===== config.mk =====
export PLATFORM = sky130hd
export DESIGN_NAME = fwd_source_pipe
export DESIGN_NICKNAME = d
export VERILOG_FILES = /design/src/rtl/fwd_source_pipe.sv
export SDC_FILE = /design/constraint.sdc
export NUM_CORES = 1
export LEC_CHECK = 0
export ABC_AREA = 1
export BUFFER_PORTS_ARGS = -buffer_cell sky130_fd_sc_hd__buf_4
export CORE_UTILIZATION = 45
export DETAILED_ROUTE_END_ITERATION = 8
export PLACE_DENSITY = 0.79
export SYNTH_ARGS = -nofsm -noshare
export SYNTH_HDL_FRONTEND = slang
export SYNTH_SLANG_ARGS = --single-unit

===== constraint.sdc =====
create_clock -name clk -period 2.28 [get_ports clk]
set_clock_uncertainty 0.15 [all_clocks]
set_input_delay 0.684 -clock clk [delete_from_list [all_inputs] [get_ports clk]]
set_output_delay 0.684 -clock clk [all_outputs]
set_load 0.01 [all_outputs]

===== src/rtl/fwd_source_pipe.sv =====
// fwd_source_pipe: producer side of the EX-stage operand bypass.
// Holds the EX/MEM and MEM/WB pipeline registers, detects load-use hazards
// and runs the data-memory wait handshake with a bounded timeout.
// Optional stall statistics counters: define FWD_STALL_STATS_EN.
module fwd_source_pipe #(
    parameter int unsigned DATA_W      = 32,
    parameter int unsigned REG_AW      = 5,
    parameter int unsigned MEM_TIMEOUT = 15
) (
    input  logic              clk,
    input  logic              reset_n,
    input  logic              RegWrite_EX,
    input  logic [REG_AW-1:0] RegWriteAddr_EX,
    input  logic [DATA_W-1:0] ALUOut_EX,
    input  logic              MemRead_EX,
    input  logic              MemWrite_EX,
    input  logic [DATA_W-1:0] MemWriteData_EX,
    input  logic [REG_AW-1:0] rs_ID,
    input  logic [REG_AW-1:0] rt_ID,
    input  logic [DATA_W-1:0] MemReadData,
    input  logic              MemReady,
    output logic [DATA_W-1:0] ALUOut_MEM,
    output logic              RegWrite_MEM,
    output logic [REG_AW-1:0] RegWriteAddr_MEM,
    output logic              MemRead_MEM,
    output logic              MemWrite_MEM,
    output logic [DATA_W-1:0] MemWriteData_MEM,
    output logic [DATA_W-1:0] RegWriteData_WB,
    output logic              RegWrite_WB,
    output logic [REG_AW-1:0] RegWriteAddr_WB,
    output logic              Stall_IF_ID,
    output logic              Bubble_ID_EX,
    output logic              StallAll,
    output logic              MemTimeout,
    output logic [31:0]       LoadUseCount,
    output logic [31:0]       MemWaitCount
);

    typedef enum logic [0:0] {StRun, StWait} state_t;

    // The RUN cycle that detects the miss is itself a stall cycle, so the
    // WAIT counter (cleared on entry) ends one short of MEM_TIMEOUT.
    localparam logic [7:0] TimeoutLast = 8'(MEM_TIMEOUT - 1);

    state_t     state, stateNext;
    logic [7:0] waitCnt, waitCntNext;
    logic       memBusy;
    logic       timeoutHit;
    logic       regWriteNonZero;
    logic       loadUse;

    // Memory handshake, stall and load-use decode
    always_comb begin
        memBusy         = MemRead_MEM | MemWrite_MEM;
        timeoutHit      = (state == StWait) & memBusy & ~MemReady & (waitCnt == TimeoutLast);
        StallAll        = memBusy & ~MemReady & ~timeoutHit;
        MemTimeout      = timeoutHit;
        regWriteNonZero = RegWrite_EX & (RegWriteAddr_EX != '0);
        // Gated by reset so every output reads 0 while reset is held.
        loadUse         = reset_n & MemRead_EX & regWriteNonZero &
                          ((RegWriteAddr_EX == rs_ID) | (RegWriteAddr_EX == rt_ID));
        Stall_IF_ID     = loadUse | StallAll;
        Bubble_ID_EX    = loadUse & ~StallAll;
    end

    // Wait FSM next-state and wait counter
    always_comb begin
        stateNext   = state;
        waitCntNext = waitCnt;
        unique case (state)
            StRun: begin
                waitCntNext = '0;
                if (memBusy & ~MemReady) stateNext = StWait;
            end
            StWait: begin
                if (MemReady | timeoutHit | ~memBusy) begin
                    stateNext   = StRun;
                    waitCntNext = '0;
                end else begin
                    waitCntNext = waitCnt + 8'd1;
                end
            end
            default: begin
                stateNext   = StRun;
                waitCntNext = '0;
            end
        endcase
    end

    // FSM state register
    always_ff @(posedge clk or negedge reset_n) begin
        if (!reset_n) begin
            state   <= StRun;
            waitCnt <= '0;
        end else begin
            state   <= stateNext;
            waitCnt <= waitCntNext;
        end
    end

    // EX/MEM register: holds every field while memory stalls
    always_ff @(posedge clk or negedge reset_n) begin
        if (!reset_n) begin
            ALUOut_MEM       <= '0;
            RegWrite_MEM     <= 1'b0;
            RegWriteAddr_MEM <= '0;
            MemRead_MEM      <= 1'b0;
            MemWrite_MEM     <= 1'b0;
            MemWriteData_MEM <= '0;
        end else if (!StallAll) begin
            ALUOut_MEM       <= ALUOut_EX;
            RegWrite_MEM     <= regWriteNonZero;
            RegWriteAddr_MEM <= RegWriteAddr_EX;
            MemRead_MEM      <= MemRead_EX;
            // Load wins when both flags are set.
            MemWrite_MEM     <= MemWrite_EX & ~MemRead_EX;
            MemWriteData_MEM <= MemWriteData_EX;
        end
    end

    // MEM/WB register: bubble on stall, abandoned load writes back 0
    always_ff @(posedge clk or negedge reset_n) begin
        if (!reset_n) begin
            RegWriteData_WB <= '0;
            RegWrite_WB     <= 1'b0;
            RegWriteAddr_WB <= '0;
        end else if (StallAll) begin
            RegWrite_WB <= 1'b0;
        end else begin
            RegWrite_WB     <= RegWrite_MEM;
            RegWriteAddr_WB <= RegWriteAddr_MEM;
            if (MemRead_MEM) RegWriteData_WB <= timeoutHit ? '0 : MemReadData;
            else             RegWriteData_WB <= ALUOut_MEM;
        end
    end

`ifdef FWD_STALL_STATS_EN
    logic [31:0] luCnt, mwCnt;

    // Saturating stall statistics
    always_ff @(posedge clk or negedge reset_n) begin
        if (!reset_n) begin
            luCnt <= '0;
            mwCnt <= '0;
        end else begin
            if (Bubble_ID_EX && luCnt != 32'hFFFF_FFFF) luCnt <= luCnt + 32'd1;
            if (StallAll && mwCnt != 32'hFFFF_FFFF)     mwCnt <= mwCnt + 32'd1;
        end
    end

    assign LoadUseCount = luCnt;
    assign MemWaitCount = mwCnt;
`else
    assign LoadUseCount = '0;
    assign MemWaitCount = '0;
`endif

endmodule

Word level (Yosys, flattened, before mapping)
Cells that the tools add are included.
{"block": "totals", "output_inout_bits": 178, "ff_bits": 119, "input_bits": 117}
{"block": "op_classes", "reduce_logical": 1, "muxes": 8, "n_eq_ne": 3, "bitwise": 22, "add_sub_neg": 1}
{"operator": "$mux W32", "count": 2}
{"operator": "$pmux W8 S2", "count": 1}
{"operator": "$and A1 B1 Y1", "count": 11}
{"operator": "$eq A5 B5 Y1", "count": 2}
{"operator": "$add A8 B1 Y8 const B", "count": 1}
{"operator": "$eq A8 B4 Y1 const B", "count": 1}
{"operator": "$mux W8", "count": 1}
{"operator": "$not A1 Y1", "count": 6}
{"operator": "$or A1 B1 Y1", "count": 5}
{"operator": "$reduce_bool A5 Y1", "count": 1}
{"operator": "$mux W1", "count": 3}
{"operator": "$pmux W1 S2", "count": 1}

Logic depth before layout (Yosys ltp)
Gate-level depths: netlist of run 1.
{"block": "depth", "depth_word": 8, "ltp_mapped": 10, "ltp_nobuf": 9}

Least setup slack after synthesis of run 1
Ideal clock, no wire load.
{"block": "synth_timing", "kind": "input to output", "from": "input port MemReady", "to": "output port Bubble_ID_EX", "n_path_buf": 2, "required_time_ps": 1446, "path_slack_ps": 0, "t_arrival_ps": 1446, "path_stages": 5, "path_cell_list": "a21oi_4 -> a21boi_1 -> buf_2 -> buf_2 -> nor2_1"}
{"block": "synth_via", "elab_chain_cells": 7}
{"element": "start: declaration", "line_no": "21", "rtl": "input logic MemReady,"}
{"element": "$not A1 Y1 *", "line_no": "55, 56"}
{"element": "$and A1 B1 Y1 (2 in a row)", "line_no": "55", "rtl": "timeoutHit = (state == StWait) & memBusy & ~MemReady & (waitCnt == TimeoutLast);"}
{"element": "$not A1 Y1", "line_no": "56", "rtl": "StallAll = memBusy & ~MemReady & ~timeoutHit;"}
{"element": "$and A1 B1 Y1 *", "line_no": "56"}
{"element": "net StallAll", "line_no": "33", "rtl": "output logic StallAll,"}
{"element": "$not A1 Y1 *", "line_no": "63", "rtl": "Bubble_ID_EX = loadUse & ~StallAll;"}
{"element": "$and A1 B1 Y1 *", "line_no": "63"}
{"element": "end: declaration", "line_no": "32", "rtl": "output logic Bubble_ID_EX,"}
The timed path passes the listed nets; every way through them passes the cells marked *.

Final worst setup path of run 1
{"block": "layout_timing", "from": "register waitCnt[1]", "to": "output port Bubble_ID_EX"}
{"block": "layout_via", "elab_chain_cells": 6}
{"element": "start: declaration", "line_no": "46", "rtl": "logic [7:0] waitCnt, waitCntNext;"}
{"element": "start signal: assignment", "line_no": "97", "rtl": "waitCnt <= waitCntNext;"}
{"element": "$eq A8 B4 Y1", "line_no": "55"}
{"element": "$and A1 B1 Y1", "line_no": "55"}
{"element": "$not A1 Y1", "line_no": "56"}
{"element": "$and A1 B1 Y1", "line_no": "56"}
{"element": "$not A1 Y1", "line_no": "63"}
{"element": "$and A1 B1 Y1", "line_no": "63"}
No other way between the ends.

==> results of run 1 <==
-- final timing paths --
check,startpoint,slack [ns],cells after the start,end
setup / recovery,waitCnt[1],-0.18,7,Bubble_ID_EX
setup reg to reg,waitCnt[1],0.18,10,RegWriteData_WB[20]
hold / removal,reset_n,0.20,2,ALUOut_MEM[27]
max in group asynchronous,reset_n,1.19,2,ALUOut_MEM[15]
hold reg to reg,MemWriteData_MEM[28],0.32,2,MemWriteData_MEM[28]
min in group clk,MemWriteData_MEM[28],0.32,2,MemWriteData_MEM[28]
-- logic make-up after synthesis --
family,after synthesis,synth area share
compound gates,13,0.0137
flops,119,0.502
xor+xnor,5,0.00739
fa+ha+maj,2,0.00422
other cells,1,0.000633
simple gates,508,0.325
buf+inv,153,0.146
-- Yosys cell counts --
library cell | number | area (sq um)
a21oi_4 | 1 | 16.3
nor3_1 | 1 | 5.00
buf_2 | 18 | 90.1
nand3_1 | 9 | 45.0
dfrtp_1 | 119 | 2980
buf_6 | 1 | 11.3
nand2_2 | 1 | 6.26
ha_1 | 2 | 25.0
inv_2 | 1 | 3.75
nand2_1 | 471 | 1770
xor2_1 | 3 | 26.3
nor2_1 | 25 | 93.8
buf_4 | 70 | 526
a21boi_0 | 1 | 7.51
o21ai_0 | 10 | 50.1
conb_1 | 1 | 3.75
a21boi_1 | 1 | 7.51
inv_1 | 54 | 203
nand3_2 | 1 | 10.0
clkbuf_1 | 9 | 33.8
xnor2_1 | 2 | 17.5
-- per-layer routing --
metal	share of wire	up-vias	global-route usage
li1	-	2710	-
met1	0.41	2469	0.264
met2	0.48	219	0.377
met3	0.094	20	0.0856
met4	0.020	0	0.0895
met5	0	-	0
-- sequential cells by signal, summed over array words and instances, names as in the netlist, 5 cells and up --
signal and flops:
ALUOut_MEM 32, MemWriteData_MEM 32, RegWriteData_WB 32, waitCnt 8
RegWriteAddr_MEM 5, RegWriteAddr_WB 5
-- report_power, final --
part	internal [W]	total (W)	leakage [nW]	switching (W)
combinational	0.000767	0.00167	3.23	0.000898
clock	0.00188	0.00278	0.301	0.000906
sequential	0.00244	0.00265	1.46	0.000212
-- final cells by class --
| type | count | area share |
|---|---|---|
| clock buffers | 23 | 0.0564 |
| clock inverters | 9 | 0.0178 |
| flip-flops and latches | 119 | 0.359 |
| well taps | 172 | 0.0259 |
| multi-input cells | 592 | 0.283 |
| inverters | 55 | 0.0249 |
| repair buffers | 252 | 0.233 |
-- what timing repair did --
action / in CTS / in global routing
cloned: 0 / 0
resized for setup: 7 / 5
hold endpoints to repair: 0 / 0
pin swaps: 4 / 4
buffers inserted: 4 / 1
setup endpoints to repair: 4 / 29
-- metrics by stage --
step	setup WS, ns	cell area, sq um	hold slack [ns]	TNS, ns	utilization
after detailed placement	-0.111	7610	0.310	-0.550	0.598
after global routing	-0.260	8300	0.278	-0.998	0.652
after CTS	-0.172	8280	0.292	-0.631	0.651
after floorplan	0.0535	6170	0.238	0	-
after global placement	-0.0937	7610	0.305	-0.587	0.598
final	-0.176	8300	0.197	-0.661	0.652
-- worst reg2reg max path, cell delays in order, from the launching register on --
cell and delay, ns:
dfrtp_1 0.38, ha_2 0.19, nand2_2 0.07, nor2_4 0.05, buf_4 0.14, a21boi_4 0.20
buf_4 0.16, buf_6 0.29, buf_4 0.26, nand2_1 0.08, nand2_1 0.07
==> results.py, run 1 <==
metrics = {
    "detailed_routing": {
        "drc": 0,
        "via_per_inst": 4.43,
        "ant_nets": 0,
        "wl_per_cell_microns": 12.4,
        "routed_wirelength_mm": 15.1,
        "firstDrtPassIters": 9,
        "num_vias": 5418,
        "first_iter_violations": 277,
    },
    "cts": {
        "cts_made_buffers": 17,
        "clk_path_buf_depth": 2,
        "cts_hold_buf": 0,
        "cts_tree": "built",
        "path_clk_slew_ns": 0.05,
        "cts.sinks": 119,
        "root_buffer": "clkbuf_16",
        "htreeDepth": 4,
        "clock_latency_ns": 0.41,
    },
    "layout": {
        "stdcell_count": 1222,
        "ff_latch_area_sq_mm": 0.00298,
        "area_growth_pct": 40.0,
        "num_antenna_cells": 0,
        "final_nets": 1156,
        "drive_above_1_share": 0.277,
        "multi_input_area_sq_mm": 0.00235,
        "n_fill_cell": 1104,
        "final_cell_mix": "nand2_1, buf_4, dfrtp_1, conb_1, inv_1",
        "final_common_cell": "nand2_1",
    },
    "floorplanning": {
        "start_util": 0.466,
        "dieArea_sq_mm": 0.0136,
        "die-height_microns": 117,
        "die_width_microns": 117,
        "rows": 41,
        "coreArea_sq_mm": 0.0127,
        "ios": 295,
    },
    "synthesis": {
        "synth_area_sq_mm": 0.00593,
        "syn_inst": 801,
        "ys_seq_area_frac": 0.502,
        "synth-seq-cells": 119,
        "syn_avg_cell_area_sq_um": 7.40,
        "ys_types": 21,
        "yosysWarnings": 0,
    },
    "timing": {
        "hold_violations": 0,
        "min_period_ns": 2.46,
        "rsz0062_at_grt": "yes",
        "slew_viol_final": 0,
        "setup_violations": 4,
        "final.period_utilization": 1.08,
        "relSlewSlack": 0.530,
        "fmaxAchievable_mhz": 407,
        "fin_ws_ns": -0.176,
        "worst_pin_slew_ns": 0.706,
    },
    "worst_setup_path": {
        "cp_top_family": "flip-flops",
        "worstSetupEndpointType": "primary output",
        "crit_type": "reg -> out",
        "cp_max_fo": 4,
        "critPathLaunchType": "register",
        "worst-path-buf-inv": 2,
        "max_stage_delay_ns": 0.38,
        "crit_chain": "ha_2 -> nand2_2 -> nor2_4 -> buf_4 -> a21boi_4 -> nor2_2 -> buf_4",
        "worstPathArrival_ns": 1.62,
        "cp_common_cell": "buf_4",
        "slowest_stage": "dfrtp_1",
        "required_ns": 1.45,
    },
    "min_path": {
        "hp-class": "in -> async",
    },
    "placed_design": {
        "port-buffer-count": 230,
        "place.gp.congestion": 0.782,
        "placedCellCount": 1185,
        "hpwl_mm": 10.3,
    },
    "pwr": {
        "p_per_area_mw_per_mm2": 855,
        "leakage_nw": 4.99,
        "peakVddDrop_uv": 520,
        "power.total_w": 0.00710,
    },
    "outcome": {
        "status": "complete, but fails checks",
        "violations": "negative setup slack",
    },
    "grt": {
        "grt_pass1_vias": 4956,
        "overflow": 0,
        "grt_pass1_wl_mm": 23.5,
        "antenna_found_initial": 0,
        "gr-usage-all-layers": 0.226,
        "grt_max_degree": 120,
    },
    "job": {
        "max_cap_viol_count": 0,
    },
}
Power figures use the tool's default switching activity.
==> inputs of run 2 (changes only) <==
--- a/config.mk
+++ b/config.mk
@@ -10,6 +10,7 @@
 export CORE_UTILIZATION = 45
 export DETAILED_ROUTE_END_ITERATION = 8
 export PLACE_DENSITY = 0.79
+export REMOVE_ABC_BUFFERS = 1
 export SYNTH_ARGS = -nofsm -noshare
 export SYNTH_HDL_FRONTEND = slang
 export SYNTH_SLANG_ARGS = --single-unit
==> run 2 against run 1 <==
  * The run still ends with negative setup slack left
  * Hold slack improved by 0.043 ns
  * Register-to-register slack improved by 0.06 ns
  * Design area increased by 0.41%
  * Critical path depth increased by 1
  * Core utilization increased by 0.27 points
  * Routed wire length increased by 0.64%
  * Global-route usage decreased by 0.080 points
  * Non-clock buffer count decreased by 1
  * Fmax increased by 1.1%
==> results.py, run 2 (same netlist as run 1, synthesis figures left out) <==
metrics = {
    "layout": {
        "n_fill_cell": 1140,
        "utilization": 0.655,
        "num_antenna_cells": 0,
        "final_nets": 1155,
        "final_cell_mix": "nand2_1, buf_4, dfrtp_1, conb_1, inv_1",
        "finalInstanceArea_sq_mm": 0.00833,
        "final_common_cell": "nand2_1",
        "area_growth_pct": 40.6,
        "drive_above_1_share": 0.279,
        "biggestRegsByFlops": "ALUOut_MEM x32, MemWriteData_MEM x32, RegWriteData_WB x32",
        "stdcell_count": 1221,
    },
    "outcome": {
        "status": "complete, but fails checks",
        "violations": "negative setup slack",
    },
    "timing": {
        "slew_viol_final": 0,
        "fin_ws_ns": -0.148,
        "hold_violations": 0,
        "final.period_utilization": 1.06,
        "relSlewSlack": 0.560,
        "fmaxAchievable_mhz": 412,
        "setup_violations": 4,
        "min_period_ns": 2.43,
        "rsz0062_at_grt": "yes",
        "worst_pin_slew_ns": 0.660,
    },
    "placed_design": {
        "place.gp.congestion": 0.759,
        "placedCellCount": 1181,
        "port-buffer-count": 230,
        "hpwl_mm": 10.2,
        "place_area_sq_mm": 0.00760,
    },
    "cts": {
        "cts.sinks": 119,
        "path_clk_slew_ns": 0.05,
        "clk_path_buf_depth": 2,
        "clock_latency_ns": 0.41,
        "root_buffer": "clkbuf_16",
        "htreeDepth": 4,
        "cts_hold_buf": 0,
        "cts_made_buffers": 17,
        "cts_tree": "built",
    },
    "grt": {
        "gr-usage-met3": 0.0701,
        "grt_max_degree": 120,
        "grt_pass1_wl_mm": 23.3,
        "gr-usage-all-layers": 0.225,
        "use_met1": 0.272,
        "antenna_found_initial": 0,
        "overflow": 0,
        "grt_pass1_vias": 4918,
        "busiest_layer": "met2",
        "grt_util_met2": 0.376,
    },
    "floorplanning": {
        "die-height_microns": 117,
        "rows": 41,
        "dieArea_sq_mm": 0.0136,
        "start_util": 0.466,
        "ios": 295,
        "coreArea_sq_mm": 0.0127,
        "die_width_microns": 117,
    },
    "detailed_routing": {
        "routed_wirelength_mm": 15.2,
        "wl_per_cell_microns": 12.5,
        "firstDrtPassIters": 4,
        "ant_nets": 0,
        "num_vias": 5367,
        "drc": 0,
        "via_per_inst": 4.40,
        "first_iter_violations": 383,
    },
    "pwr": {
        "peakVddDrop_uv": 481,
        "leakage_nw": 5.00,
        "p_per_area_mw_per_mm2": 861,
        "power.total_w": 0.00717,
    },
    "worst_setup_path": {
        "cp_max_fo": 4,
        "worstPathArrival_ns": 1.59,
        "critPathLaunchType": "register",
        "cp_common_cell": "nand2_2",
        "crit_type": "reg -> out",
        "slowest_stage": "dfrtp_1",
        "max_stage_delay_ns": 0.37,
        "worstSetupEndpointType": "primary output",
        "crit_chain": "inv_1 -> ha_2 -> nand2_2 -> nor2_4 -> nand3_4 -> nand2_4 -> nand2_2 -> buf_6",
        "required_ns": 1.45,
    },
    "min_path": {
        "hp-class": "in -> async",
    },
    "job": {
        "max_cap_viol_count": 0,
    },
}
run 2: worst paths after layout:
kind | startpoint | endpoint | slack, ns | cells past startpoint
max reg2reg | waitCnt[0] | ALUOut_MEM[16] | 0.24 | 10
min reg2reg | RegWriteAddr_WB[0] | RegWriteAddr_WB[0] | 0.32 | 2
min | reset_n | RegWriteData_WB[15] | 0.24 | 2
max in group asynchronous | reset_n | RegWriteData_WB[24] | 1.21 | 2
min in group clk | RegWriteAddr_WB[0] | RegWriteAddr_WB[0] | 0.32 | 2
max | waitCnt[0] | Stall_IF_ID | -0.15 | 8
run 2: timing repair:
action / in CTS / in global routing
buffers inserted: 5 / 3
gates resized for setup: 11 / 2
setup endpoints to repair: 4 / 5
pin swaps: 6 / 4
run 2: area by class of cell:
type	count	area, sq um	area share
multi-input combinational	592	2370	0.284
tap	172	215	0.0258
clock inverter	9	145	0.0174
inverter	55	206	0.0248
sequential	119	2980	0.357
timing repair buffer	251	1930	0.232
clock buffer	23	488	0.0586
run 2: through the flow:
step	setup WS, ns	setup TNS, ns	hold slack, ns
finish	-0.148	-0.425	0.240
floorplan	-4.47	-441.76	0.238
global route	-0.243	-0.776	0.302
global placement	-0.0753	-0.150	0.306
detailed placement	-0.0897	-0.171	0.309
CTS	-0.191	-0.524	0.291
run 2: where the power goes:
group	switching, W	internal (W)	leakage (nW)
Combinational	0.000907	0.000774	3.23
Sequential	0.000211	0.00244	1.46
Clock	0.000910	0.00193	0.317
run 2: worst max-delay path, delay by kind of cell, from the launching register on:
kind                     cells  cell delay [ns]
buffers and inverters        2             0.18
AND/OR/NAND/NOR              5             0.48
adder cells (fa/ha/maj)      1             0.16
flip-flops                   1             0.37
run 2: routing by layer:
metal / wire, microns / part of all wire / up-vias
met5: 0 / 0 / -
met4: 240 / 0.016 / 0
met3: 1290 / 0.085 / 22
met2: 7390 / 0.49 / 220
met1: 6310 / 0.41 / 2418
li1: - / - / 2707
==> inputs of run 3 (changes only) <==
--- a/config.mk
+++ b/config.mk
@@ -10,6 +10,7 @@
 export CORE_UTILIZATION = 45
 export DETAILED_ROUTE_END_ITERATION = 8
 export PLACE_DENSITY = 0.79
+export RECOVER_POWER = 50
 export REMOVE_ABC_BUFFERS = 1
 export SYNTH_ARGS = -nofsm -noshare
 export SYNTH_HDL_FRONTEND = slang
==> run 3 against run 2 <==
  * The run still ends with negative setup slack left
  * Hold slack better by 0.078 ns
  * Die area stayed put
  * First-iteration DRC count is 0.26% higher
  * Via count is 0.35% higher
  * Count of clock-buffer cells in the layout stayed put
  * Sequential power hardly changed
  * Core utilization is 0.13 points lower
  * Power hardly changed
  * Global-route usage stayed put
==> results.py, run 3 (same netlist as run 1, synthesis figures left out) <==
metrics = {
    "outcome": {
        "status": "complete, but fails checks",
        "violations": "negative setup slack",
    },
    "detailed_routing": {
        "routed_wirelength_mm": 15.2,
        "firstDrtPassIters": 4,
        "num_vias": 5386,
        "first_iter_violations": 384,
        "drc": 0,
        "ant_nets": 0,
        "wl_per_cell_microns": 12.5,
        "via_per_inst": 4.41,
    },
    "timing": {
        "rsz0062_at_grt": "yes",
        "final.period_utilization": 1.06,
        "worst_pin_slew_ns": 1.49,
        "holdWs_ns": 0.318,
        "slew_viol_final": 0,
        "min_period_ns": 2.43,
        "fmaxAchievable_mhz": 412,
        "hold_violations": 0,
        "relSlewSlack": 0.00351,
        "fin_ws_ns": -0.148,
        "setup_violations": 4,
    },
    "cts": {
        "clock_latency_ns": 0.41,
        "path_clk_slew_ns": 0.05,
        "root_buffer": "clkbuf_16",
        "cts_tree": "built",
        "clk_path_buf_depth": 2,
        "cts_hold_buf": 0,
        "cts_made_buffers": 17,
        "htreeDepth": 4,
        "cts.sinks": 119,
    },
    "worst_setup_path": {
        "worstSetupEndpointType": "primary output",
        "max_stage_delay_ns": 0.37,
        "ff2ff_path_depth": 10,
        "rr_startpoint": "waitCnt[0]",
        "crit_type": "reg -> out",
        "crit_path_start": "waitCnt[0]",
        "worst-path-buf-inv": 2,
        "critPathLaunchType": "register",
        "rrSetupSlack_ns": 0.24,
        "endpoint": "Stall_IF_ID",
        "required_ns": 1.45,
        "cp_top_family": "simple AND/OR/NAND/NOR gates",
        "cp_max_fo": 4,
        "worst_r2r_endpoint": "ALUOut_MEM[16]",
        "slowest_stage": "dfrtp_1",
        "cp.depth": 8,
        "worstPathArrival_ns": 1.59,
        "crit_chain": "inv_1 -> ha_2 -> nand2_2 -> nor2_4 -> nand3_4 -> nand2_4 -> nand2_2 -> buf_6",
        "cp_common_cell": "nand2_2",
    },
    "floorplanning": {
        "start_util": 0.466,
        "dieArea_sq_mm": 0.0136,
        "ios": 295,
        "rows": 41,
        "coreArea_sq_mm": 0.0127,
        "die-height_microns": 117,
        "die_width_microns": 117,
    },
    "layout": {
        "final_cell_mix": "nand2_1, buf_4, dfrtp_1, conb_1, inv_1",
        "multi_input_area_sq_mm": 0.00237,
        "ff_latch_area_sq_mm": 0.00298,
        "n_fill_cell": 1144,
        "final_common_cell": "nand2_1",
        "num_antenna_cells": 0,
        "biggestRegsByFlops": "ALUOut_MEM x32, MemWriteData_MEM x32, RegWriteData_WB x32",
        "drive_above_1_share": 0.278,
        "final_nets": 1155,
        "area_growth_pct": 40.3,
    },
    "pwr": {
        "peakVddDrop_uv": 481,
        "power.total_w": 0.00717,
        "leakage_nw": 4.99,
        "p_per_area_mw_per_mm2": 862,
    },
    "grt": {
        "antenna_found_initial": 0,
        "grt_pass1_wl_mm": 23.3,
        "grt_pass1_vias": 4918,
        "overflow": 0,
        "gr-usage-all-layers": 0.225,
        "grt_max_degree": 120,
    },
    "placed_design": {
        "port-buffer-count": 230,
        "hpwl_mm": 10.2,
        "place.gp.congestion": 0.759,
    },
    "job": {
        "max_cap_viol_count": 0,
    },
    "min_path": {
        "hp-class": "reg -> reg",
    },
}
==> run 3: changes by cell type in the layout (fill, tap and decap cells not counted) <==
cell | before | now
buf_12 | 3 | 2
clkbuf_1 | 2 | 3
==> run 3: report_power, final <==
| part | total (W) | switching (W) | internal (W) |
|---|---|---|---|
| registers | 0.00265 | 0.000211 | 0.00244 |
| clock network | 0.00285 | 0.000913 | 0.00193 |
| logic | 0.00168 | 0.000907 | 0.000771 |
==> run 3: cell type report <==
| cell class | instances | share of cell area |
|---|---|---|
| clock inverter | 9 | 0.0175 |
| multi-input combinational | 592 | 0.285 |
| tap | 172 | 0.0259 |
| inverter | 55 | 0.0248 |
| sequential | 119 | 0.358 |
| timing repair buffer | 251 | 0.230 |
| clock buffer | 23 | 0.0587 |
==> run 3: repair_timing <==
action                                 CTS  global route
buffers inserted                         5             3
gates resized for setup                 11             2
pin swaps                                6             4
endpoints found under the hold margin    0             0
setup endpoints to repair                4             5
==> run 3: worst register-to-register path: stages (launching register included) <==
cell     delay (ns)
dfrtp_1        0.37
inv_1          0.06
ha_2           0.16
nand2_2        0.06
nor2_4         0.15
nand3_4        0.12
nand2_4        0.09
buf_4          0.12
buf_12         0.35
nand2_1        0.25
nand2_1        0.10
==> run 3: worst min path at each step <==
stage / to / cells past startpoint / from / slack [ns]
6_report: RegWriteAddr_WB[0] / 2 / RegWriteAddr_WB[0] / 0.32
5_1_grt: MemWriteData_MEM[0] / 3 / MemWriteData_EX[0] / 0.31
4_1_cts: RegWriteData_WB[15] / 2 / reset_n / 0.29
3_5_place_dp: RegWriteAddr_WB[0] / 2 / RegWriteAddr_WB[0] / 0.31
3_3_place_gp: MemWriteData_MEM[16] / 2 / MemWriteData_MEM[16] / 0.31
2_1_floorplan: ALUOut_MEM[0] / 0 / reset_n / 0.24
==> run 3: per-stage QoR <==
stage	setup WS (ns)	instance area, sq um	instances	utilization	TNS (ns)
after floorplan	-4.47	5500	766	-	-441.76
after global placement	-0.0753	7600	1181	0.597	-0.150
after detailed placement	-0.0897	7600	1181	0.597	-0.171
after CTS	-0.191	8300	1218	0.653	-0.524
after global routing	-0.243	8320	1221	0.654	-0.786
final	-0.148	8320	1221	0.654	-0.408
==> run 3: per-layer routing <==
layer,vias to the layer above,track usage,part of all wire
met5,-,0,0
met4,0,0.0895,0.016
met3,23,0.0701,0.081
met2,211,0.376,0.49
met1,2445,0.272,0.42
li1,2707,-,-
